## config.mk

```make
export PLATFORM = sky130hd
export DESIGN_NAME = seq_divider12
export DESIGN_NICKNAME = d
export VERILOG_FILES = /design/src/rtl/div_pkg.sv /design/src/rtl/sub_rc.sv /design/src/rtl/seq_divider12.sv
export SDC_FILE = /design/constraint.sdc
export NUM_CORES = 1
export LEC_CHECK = 0
export BUFFER_PORTS_ARGS = -buffer_cell sky130_fd_sc_hd__buf_2
export CAP_MARGIN = 20
export CORE_ASPECT_RATIO = 1.75
export CORE_UTILIZATION = 45
export CTS_CLUSTER_DIAMETER = 80
export DETAILED_ROUTE_END_ITERATION = 6
export GPL_TIMING_DRIVEN = 1
export PLACE_DENSITY = 0.66
export SLEW_MARGIN = 0
export SYNTH_ARGS = -nofsm -noshare
export SYNTH_HDL_FRONTEND = slang
export SYNTH_SLANG_ARGS = --single-unit
```

## constraint.sdc

```tcl
create_clock -name clk -period 6.7 [get_ports clk]
set_input_delay 2.01 -clock clk [delete_from_list [all_inputs] [get_ports clk]]
set_output_delay 2.01 -clock clk [all_outputs]
set_load 0.02 [all_outputs]
```

## src/rtl/div_pkg.sv

```systemverilog
// div_pkg
//   Shared definitions for the iterative restoring divider:
//   - default operand width and matching iteration-counter width
//   - control FSM state encodings
//   - full-adder cell functions used to build the ripple subtractor
package div_pkg;

  localparam int DIV_WIDTH = 12;
  localparam int DIV_CNT_W = $clog2(DIV_WIDTH);

  localparam logic [1:0] ST_IDLE = 2'd0;
  localparam logic [1:0] ST_RUN  = 2'd1;
  localparam logic [1:0] ST_DONE = 2'd2;

  // Full-adder sum bit.
  function automatic logic fa_sum(input logic a, input logic b, input logic ci);
    return a ^ b ^ ci;
  endfunction

  // Full-adder carry-out bit.
  function automatic logic fa_carry(input logic a, input logic b, input logic ci);
    return (a & b) | (ci & (a ^ b));
  endfunction

endpackage

```

## src/rtl/sub_rc.sv

```systemverilog
// sub_rc
//   N-bit ripple subtractor computing a - b as a + ~b + 1 through a chain
//   of full-adder cells.
//   Ports:
//     a      in  N  minuend
//     b      in  N  subtrahend
//     diff   out N  a - b (modulo 2^N)
//     borrow out 1  1 when a < b (inverse of the final carry)
module sub_rc
  import div_pkg::*;
#(
  parameter int N = DIV_WIDTH + 1
) (
  input  logic [N-1:0] a,
  input  logic [N-1:0] b,
  output logic [N-1:0] diff,
  output logic         borrow
);

  logic carry;

  // Ripple the carry through one full-adder cell per bit; carry-in of 1 completes two's complement.
  always_comb begin
    diff  = {N{1'b0}};
    carry = 1'b1;
    for (int i = 0; i < N; i++) begin
      diff[i] = fa_sum(a[i], ~b[i], carry);
      carry   = fa_carry(a[i], ~b[i], carry);
    end
    borrow = ~carry;
  end

endmodule

```

## src/rtl/seq_divider12.sv

```systemverilog
// seq_divider12
//   Iterative restoring unsigned divider, one quotient bit per clock.
//   A start in IDLE captures the operands; WIDTH RUN iterations later the
//   quotient and remainder are committed and done pulses for one cycle.
//   A zero divisor skips RUN and reports div_by_zero with done next cycle.
//   Ports:
//     clk         in  1      clock, all state on posedge
//     rst         in  1      synchronous active-high reset
//     start       in  1      request, sampled only in IDLE
//     dividend    in  WIDTH  unsigned dividend, captured on accept
//     divisor     in  WIDTH  unsigned divisor, captured on accept
//     busy        out 1      high while iterating
//     done        out 1      one-cycle result-valid pulse
//     quotient    out WIDTH  quotient, held until next result
//     remainder   out WIDTH  remainder, held until next result
//     div_by_zero out 1      divisor was zero, held with results
module seq_divider12
  import div_pkg::*;
#(
  parameter int WIDTH = DIV_WIDTH
) (
  input  logic             clk,
  input  logic             rst,
  input  logic             start,
  input  logic [WIDTH-1:0] dividend,
  input  logic [WIDTH-1:0] divisor,
  output logic             busy,
  output logic             done,
  output logic [WIDTH-1:0] quotient,
  output logic [WIDTH-1:0] remainder,
  output logic             div_by_zero
);

  localparam int CW = $clog2(WIDTH);

  logic [1:0]       state_q,     state_d;
  logic [CW-1:0]    count_q,     count_d;
  logic [WIDTH:0]   r_q,         r_d;
  logic [WIDTH-1:0] q_q,         q_d;
  logic [WIDTH-1:0] d_q,         d_d;
  logic [WIDTH-1:0] quotient_q,  quotient_d;
  logic [WIDTH-1:0] remainder_q, remainder_d;
  logic             dbz_q,       dbz_d;
  logic             done_q,      done_d;
  logic             busy_q,      busy_d;

  logic [WIDTH:0]   shifted;
  logic [WIDTH:0]   trial_diff;
  logic             trial_borrow;
  logic             r_msb_unused;

  // Partial remainder shifted left with the next dividend bit brought in.
  assign shifted = {r_q[WIDTH-1:0], q_q[WIDTH-1]};

  // R stays below D after every step, so its top bit only matters inside the subtract.
  assign r_msb_unused = r_q[WIDTH];

  sub_rc #(
    .N (WIDTH + 1)
  ) u_sub (
    .a      (shifted),
    .b      ({1'b0, d_q}),
    .diff   (trial_diff),
    .borrow (trial_borrow)
  );

  // Next-state logic for the control FSM and the R/Q/D datapath.
  always_comb begin
    state_d     = state_q;
    count_d     = count_q;
    r_d         = r_q;
    q_d         = q_q;
    d_d         = d_q;
    quotient_d  = quotient_q;
    remainder_d = remainder_q;
    dbz_d       = dbz_q;
    done_d      = 1'b0;
    busy_d      = busy_q;

    case (state_q)
      ST_IDLE: begin
        if (start) begin
          count_d = {CW{1'b0}};
          if (divisor == {WIDTH{1'b0}}) begin
            state_d     = ST_DONE;
            quotient_d  = {WIDTH{1'b1}};
            remainder_d = dividend;
            dbz_d       = 1'b1;
            done_d      = 1'b1;
            busy_d      = 1'b0;
          end else begin
            state_d = ST_RUN;
            q_d     = dividend;
            d_d     = divisor;
            r_d     = {(WIDTH + 1){1'b0}};
            dbz_d   = 1'b0;
            busy_d  = 1'b1;
          end
        end else begin
          state_d = ST_IDLE;
        end
      end

      ST_RUN: begin
        // Restoring step: keep the difference only when the trial did not borrow.
        if (!trial_borrow) begin
          r_d = trial_diff;
          q_d = {q_q[WIDTH-2:0], 1'b1};
        end else begin
          r_d = shifted;
          q_d = {q_q[WIDTH-2:0], 1'b0};
        end

        if (count_q == CW'(WIDTH - 1)) begin
          state_d     = ST_DONE;
          count_d     = {CW{1'b0}};
          quotient_d  = q_d;
          remainder_d = r_d[WIDTH-1:0];
          done_d      = 1'b1;
          busy_d      = 1'b0;
        end else begin
          count_d = count_q + CW'(1);
        end
      end

      ST_DONE: begin
        state_d = ST_IDLE;
      end

      default: begin
        state_d = ST_IDLE;
        busy_d  = 1'b0;
      end
    endcase
  end

  // State and output registers with synchronous reset.
  always_ff @(posedge clk) begin
    if (rst) begin
      state_q     <= ST_IDLE;
      count_q     <= {CW{1'b0}};
      r_q         <= {(WIDTH + 1){1'b0}};
      q_q         <= {WIDTH{1'b0}};
      d_q         <= {WIDTH{1'b0}};
      quotient_q  <= {WIDTH{1'b0}};
      remainder_q <= {WIDTH{1'b0}};
      dbz_q       <= 1'b0;
      done_q      <= 1'b0;
      busy_q      <= 1'b0;
    end else begin
      state_q     <= state_d;
      count_q     <= count_d;
      r_q         <= r_d;
      q_q         <= q_d;
      d_q         <= d_d;
      quotient_q  <= quotient_d;
      remainder_q <= remainder_d;
      dbz_q       <= dbz_d;
      done_q      <= done_d;
      busy_q      <= busy_d;
    end
  end

  assign busy        = busy_q;
  assign done        = done_q;
  assign quotient    = quotient_q;
  assign remainder   = remainder_q;
  assign div_by_zero = dbz_q;

endmodule

```

==> results of run 1 <==
-- layout make-up --
class | count | area share, %
clock buffer | 12 | 6.539
clock inverter | 4 | 1.786
inverter | 18 | 1.722
multi-input combinational | 220 | 44.27
sequential | 69 | 35.22
tap | 86 | 2.743
timing repair buffer | 57 | 7.719
-- state kept, by name, summed over array words and instances, names as in the netlist --
| signal | flops |
|---|---|
| d_q | 12 |
| q_q | 12 |
| quotient | 12 |
| r_q | 12 |
| remainder | 12 |
| count_q | 4 |
| state_q | 2 |
| busy | 1 |
| div_by_zero | 1 |
| done | 1 |
-- worst paths after layout --
path / from / endpoint / slack, ns / depth (start not counted)
worst min register to register: q_q[0] / q_q[0] / 0.48 / 2
worst min-delay path: q_q[0] / q_q[0] / 0.48 / 2
worst max register to register: d_q[0] / remainder[10] / 0.76 / 18
worst max-delay path: d_q[0] / remainder[10] / 0.76 / 18
-- logic make-up after synthesis --
| group | share of synthesized area [%] |
|---|---|
| AOI/OAI and AO/OA | 23.34 |
| buffers and inverters | 6.771 |
| muxes | 5.387 |
| adders and majority gates | 7.332 |
| DFF | 41.30 |
| and+or+nand+nor | 15.86 |
-- synth_stat cells (all sizes together), types with 11 or more instances --
master / instances / area [µm²]
fa: 11 / 220.2
dfxtp: 69 / 1381
nor2: 49 / 183.9
inv: 17 / 63.81
mux2i: 18 / 180.2
a311oi: 11 / 121.4
buf: 16 / 128.9
a221oi: 12 / 155.2
nand2: 27 / 103.9
o221a: 12 / 135.1
a21oi: 14 / 70.07
-- where the power goes --
part,leakage (nW),switching (mW),total (mW),internal [mW]
Clock,0.163,0.170,0.515,0.345
Combinational,0.858,0.117,0.210,0.0934
Sequential,0.562,0.0174,0.448,0.431
-- worst max-delay path, delay by kind of cell, from the launching register on --
| kind | cells | cell delay [ns] |
|---|---|---|
| simple gates | 1 | 0.43 |
| flops | 1 | 0.36 |
| buf+inv | 2 | 0.12 |
| compound gates | 3 | 0.81 |
| fa+ha+maj | 12 | 4.13 |
-- layer usage --
metal / up-vias / track usage [%] / part of all wire, %
li1: 1280 / - / -
met1: 1256 / 24.40 / 42
met4: 0 / 11.63 / 2.4
met3: 16 / 5.020 / 4.4
met5: - / 0 / 0
met2: 74 / 35.07 / 51
==> results.toml, run 1 <==
[setup_path]
required_ns = 6.94
cp_max_fo = 14
slowest_stage = "a211oi_1"
cp-end-kind = "flip-flop"
cp_cell_sequence = "ha_1, inv_1, fa_1, fa_1, fa_1, fa_1, fa_1, fa_1, fa_1, fa_1, fa_1, inv_1, fa_1, fa_1, nand2b_1, a211oi_1, a21oi_1, a221oi_2"
crit_path_max_incr_delay_ns = 0.44
start_kind = "flip-flop"
criticalPathCategory = "reg2reg"
worstPathArrival_ns = 6.18
worst_path_most_repeated_cell = "fa_1"

[drt]
drt_pass1_iterations = 4
drtIter0Drc = 172
drtAntennaViolNets = 0
vias_per_cell = 5.635
vias = 2626
routed_wl_mm = 7.553
wire_per_inst_um = 16.21
route.detailed.drc = 0

[clock_network]
cts_max_level = 3
insertion_delay_ns = 0.33
hold_buffers = 0
numCtsBuffers = 9
cts-resized-gates = 0
cts.sinks = 69
post_cts_buffers = 0
cts_tree = "yes"
clock_path_buffers = 2
clockRootBuffer = "clkbuf_16"
clk_pin_slew_ns = 0.05

[die]
die_area_um2 = 7795
fp-row-count = 41
initial_core_util_pct = 46.57
ioPinCount = 54
dieHeight_um = 116.0
die_x_um = 67.17
coreArea_um2 = 7182

[run]
maxCapViolCount = 0

[global_routing]
antenna_found_initial = 0
grt_pass1_wl_mm = 12.17
grt_overflow_total = 0
grt_pass1_vias = 2488
grt_usage_pct = 21.16
grt_max_degree = 58

[finish]
layout.cells.most_common = "dfxtp_1"
nNetsFinal = 415
multiInputGateArea_um2 = 1737
fin_area_um2 = 3923
final_util_pct = 54.62
syn_to_final_growth_pct = 17.28
antennaDiodeCount = 0
final_cell_mix = "dfxtp_1 (69), buf_2 (53), nor2_1 (49)"
fillers = 684
instances_no_fill = 466
drive_gt1_share_pct = 27.37
ff_latch_area_um2 = 1381

[placement]
place.gp.congestion = 0.8261
dp_slack_ns = 0.7940
io_buffers = 53
dpl_cell_area_um2 = 3581
dp_hpwl_mm = 5.419
dpl.cell_count = 449

[timing]
holdWs_ns = 0.4833
slew-limit-headroom_pct = 49.11
tightest_slew_ns = 0.7633
rsz0062_at_grt = "false"
fin_crit_sh_pct = 88.72
fin_skew_ns = 0.007287
drv_slew = 0
period_needed_ns = 5.944
fin_ws_ns = 0.7556
finalSetupTns_ns = 0
timing.fmax_mhz = 168.2
final-hold-violation-count = 0
finalSetupViolations = 0

[outcome]
status = "completed"

[power]
p_leak_nw = 1.582
ir_drop_mv = 0.1475
pwr_density_cell_nw_per_um2 = 299.0
p_total_mw = 1.173

[logic_synthesis]
synth_cell_types = 46
synth-edff-count = 0
yosysWarnings = 0
seq_area_frac_synth_pct = 41.30
syn_area_um2 = 3344
ys.flop_type = "dfxtp_1"
async_flop_share_pct = 0
syn_nets = 371
syn_inst = 331
avgSynthCellArea_um2 = 10.10
ys_ff_latch = 69

[worst_hold_path]
hold_class = "reg2reg"
(Power assumes the default switching activity.)
==> inputs of run 2 (changes only) <==
--- a/config.mk
+++ b/config.mk
@@ -8,12 +8,12 @@
 export BUFFER_PORTS_ARGS = -buffer_cell sky130_fd_sc_hd__buf_2
 export CAP_MARGIN = 20
 export CORE_ASPECT_RATIO = 1.75
-export CORE_UTILIZATION = 45
-export CTS_CLUSTER_DIAMETER = 80
+export CORE_UTILIZATION = 52
 export DETAILED_ROUTE_END_ITERATION = 6
 export GPL_TIMING_DRIVEN = 1
-export PLACE_DENSITY = 0.66
+export PLACE_DENSITY = 0.74
 export SLEW_MARGIN = 0
 export SYNTH_ARGS = -nofsm -noshare
 export SYNTH_HDL_FRONTEND = slang
+export SYNTH_HIERARCHICAL = 1
 export SYNTH_SLANG_ARGS = --single-unit
==> results.toml, run 2 <==
[timing]
final-hold-violation-count = 0
tightest_slew_ns = 1.108
timing.fmax_mhz = 160.7
fin_skew_ns = 0.004753
holdWs_ns = 0.4593
slew-limit-headroom_pct = 26.13
drv_slew = 0
finalSetupTns_ns = 0
fin_crit_sh_pct = 92.89
finalSetupViolations = 0
period_needed_ns = 6.224
rsz0062_at_grt = "false"

[logic_synthesis]
yosysWarnings = 6
avgSynthCellArea_um2 = 9.443
syn_area_um2 = 3626
syn_inst = 384
syn_nets = 425

[finish]
drive_gt1_share_pct = 24.52
syn_to_final_growth_pct = 15.32
nNetsFinal = 456
final_cell_mix = "dfxtp_1 (69), buf_2 (53), a21oi_1 (39), inv_1 (39), nor2_1 (34)"
layout.cells.most_common = "dfxtp_1"
fillers = 584
antennaDiodeCount = 0

[clock_network]
cts_tree = "yes"
clockRootBuffer = "clkbuf_16"
post_cts_buffers = 0
clock_path_buffers = 2
hold_buffers = 0
clk_pin_slew_ns = 0.05
insertion_delay_ns = 0.34
cts_max_level = 3
cts.sinks = 69
numCtsBuffers = 9

[setup_path]
cp_max_fo = 14
required_ns = 6.89
worstPathArrival_ns = 6.41
r2r_start = "q_q[11]"
crit_path_max_incr_delay_ns = 0.54
cp_cell_sequence = "inv_1, ha_1, fa_1, fa_1, fa_1, fa_1, fa_1, fa_1, fa_1, fa_1, fa_1, inv_1, fa_1, inv_1, fa_1, fa_2, mux2i_1, nor2_1, a221oi_1, a211oi_2"
crit_start = "q_q[11]"
worst_path_most_repeated_cell = "fa_1"
criticalPathCategory = "reg2reg"
critPathTopFamily = "adder cells"
slowest_stage = "fa_2"
critPathBufInv = 3
cp-end-kind = "flip-flop"
start_kind = "flip-flop"

[power]
pwr_density_cell_nw_per_um2 = 267.1
p_total_mw = 1.117
p_leak_nw = 1.689
ir_drop_mv = 0.1796

[die]
initial_core_util_pct = 54.64
die_x_um = 65.13
ioPinCount = 54
die_area_um2 = 7324
fp-row-count = 39
coreArea_um2 = 6636
dieHeight_um = 112.5

[global_routing]
grt_max_degree = 66
grt_usage_pct = 24.83
grt_overflow_total = 0
grt_pass1_wl_mm = 13.64
grt_pass1_vias = 2814
antenna_found_initial = 0

[placement]
io_buffers = 53
dp_hpwl_mm = 5.650
place.gp.congestion = 0.8655

[worst_hold_path]
min_from = "remainder[4]"
hold_class = "reg2reg"

[drt]
drt_pass1_iterations = 4
drtAntennaViolNets = 0
drtIter0Drc = 244
vias_per_cell = 5.807
routed_wl_mm = 8.410
route.detailed.drc = 0
vias = 2915
wire_per_inst_um = 16.75

[outcome]
status = "completed"

[run]
maxCapViolCount = 0
[run 2: cell count changes in the layout (fill, tap and decap cells not counted), moves of 11 or more]
cell / change
o32ai_1: +12
a21oi_1: +25
nor2_1: -15
inv_1: +22
a211oi_2: +14
o31a_1: +11
[run 2: routing by layer]
metal,up-vias,GRT usage [%],routed length [µm]
li1,1411,-,-
met1,1413,28.54,3381
met2,71,42.99,4515
met3,20,4.878,300
met4,0,12.03,212
met5,-,0,0
[run 2: where the power goes]
| group | total [mW] | internal, mW | switching (mW) |
|---|---|---|---|
| Clock | 0.491 | 0.318 | 0.173 |
| Sequential | 0.449 | 0.430 | 0.0183 |
| Combinational | 0.177 | 0.0689 | 0.109 |
[run 2: worst paths after layout]
path	slack, ns	to	cells past startpoint
hold / removal	0.46	remainder[4]	2
hold reg to reg	0.46	remainder[4]	2
setup reg to reg	0.48	remainder[4]	20
setup / recovery	0.48	remainder[4]	20
[run 2: cell type report]
type	instances	area, µm²	area share [%]
Clock buffer	13	270.3	6.463
Clock inverter	3	42.54	1.017
Inverter	39	146.4	3.501
Multi-Input combinational cell	239	1923	45.99
Sequential cell	69	1381	33.03
Tap cell	82	102.6	2.454
Timing Repair Buffer	57	315.3	7.540
[run 2: per-stage QoR]
stage | instance area [µm²] | util, % | std cells | setup WS [ns]
after CTS | 4151 | 62.56 | 501 | 0.2354
after detailed placement | 3839 | 57.84 | 485 | 0.2263
final | 4182 | 63.01 | 502 | 0.4762
after floorplan | 3626 | - | 384 | 0.6919
after global routing | 4182 | 63.01 | 502 | 0.1841
after global placement | 3839 | 57.84 | 485 | 0.3667
[run 2: what timing repair did]
| item | 4_1_cts | 5_1_grt |
|---|---|---|
| gates resized for setup | 0 | 1 |
| setup endpoints to repair | 0 | 5 |
| hold endpoints to repair | 0 | 0 |
[run 2: worst reg2reg max path, stage by stage, from the launching register on]
cell,delay (ns)
dfxtp_1,0.34
inv_1,0.05
ha_1,0.20
fa_1,0.39
fa_1,0.39
fa_1,0.38
fa_1,0.39
fa_1,0.39
fa_1,0.40
fa_1,0.39
fa_1,0.40
fa_1,0.37
inv_1,0.08
fa_1,0.16
inv_1,0.06
fa_1,0.39
fa_2,0.54
mux2i_1,0.28
nor2_1,0.06
a221oi_1,0.35
a211oi_2,0.08
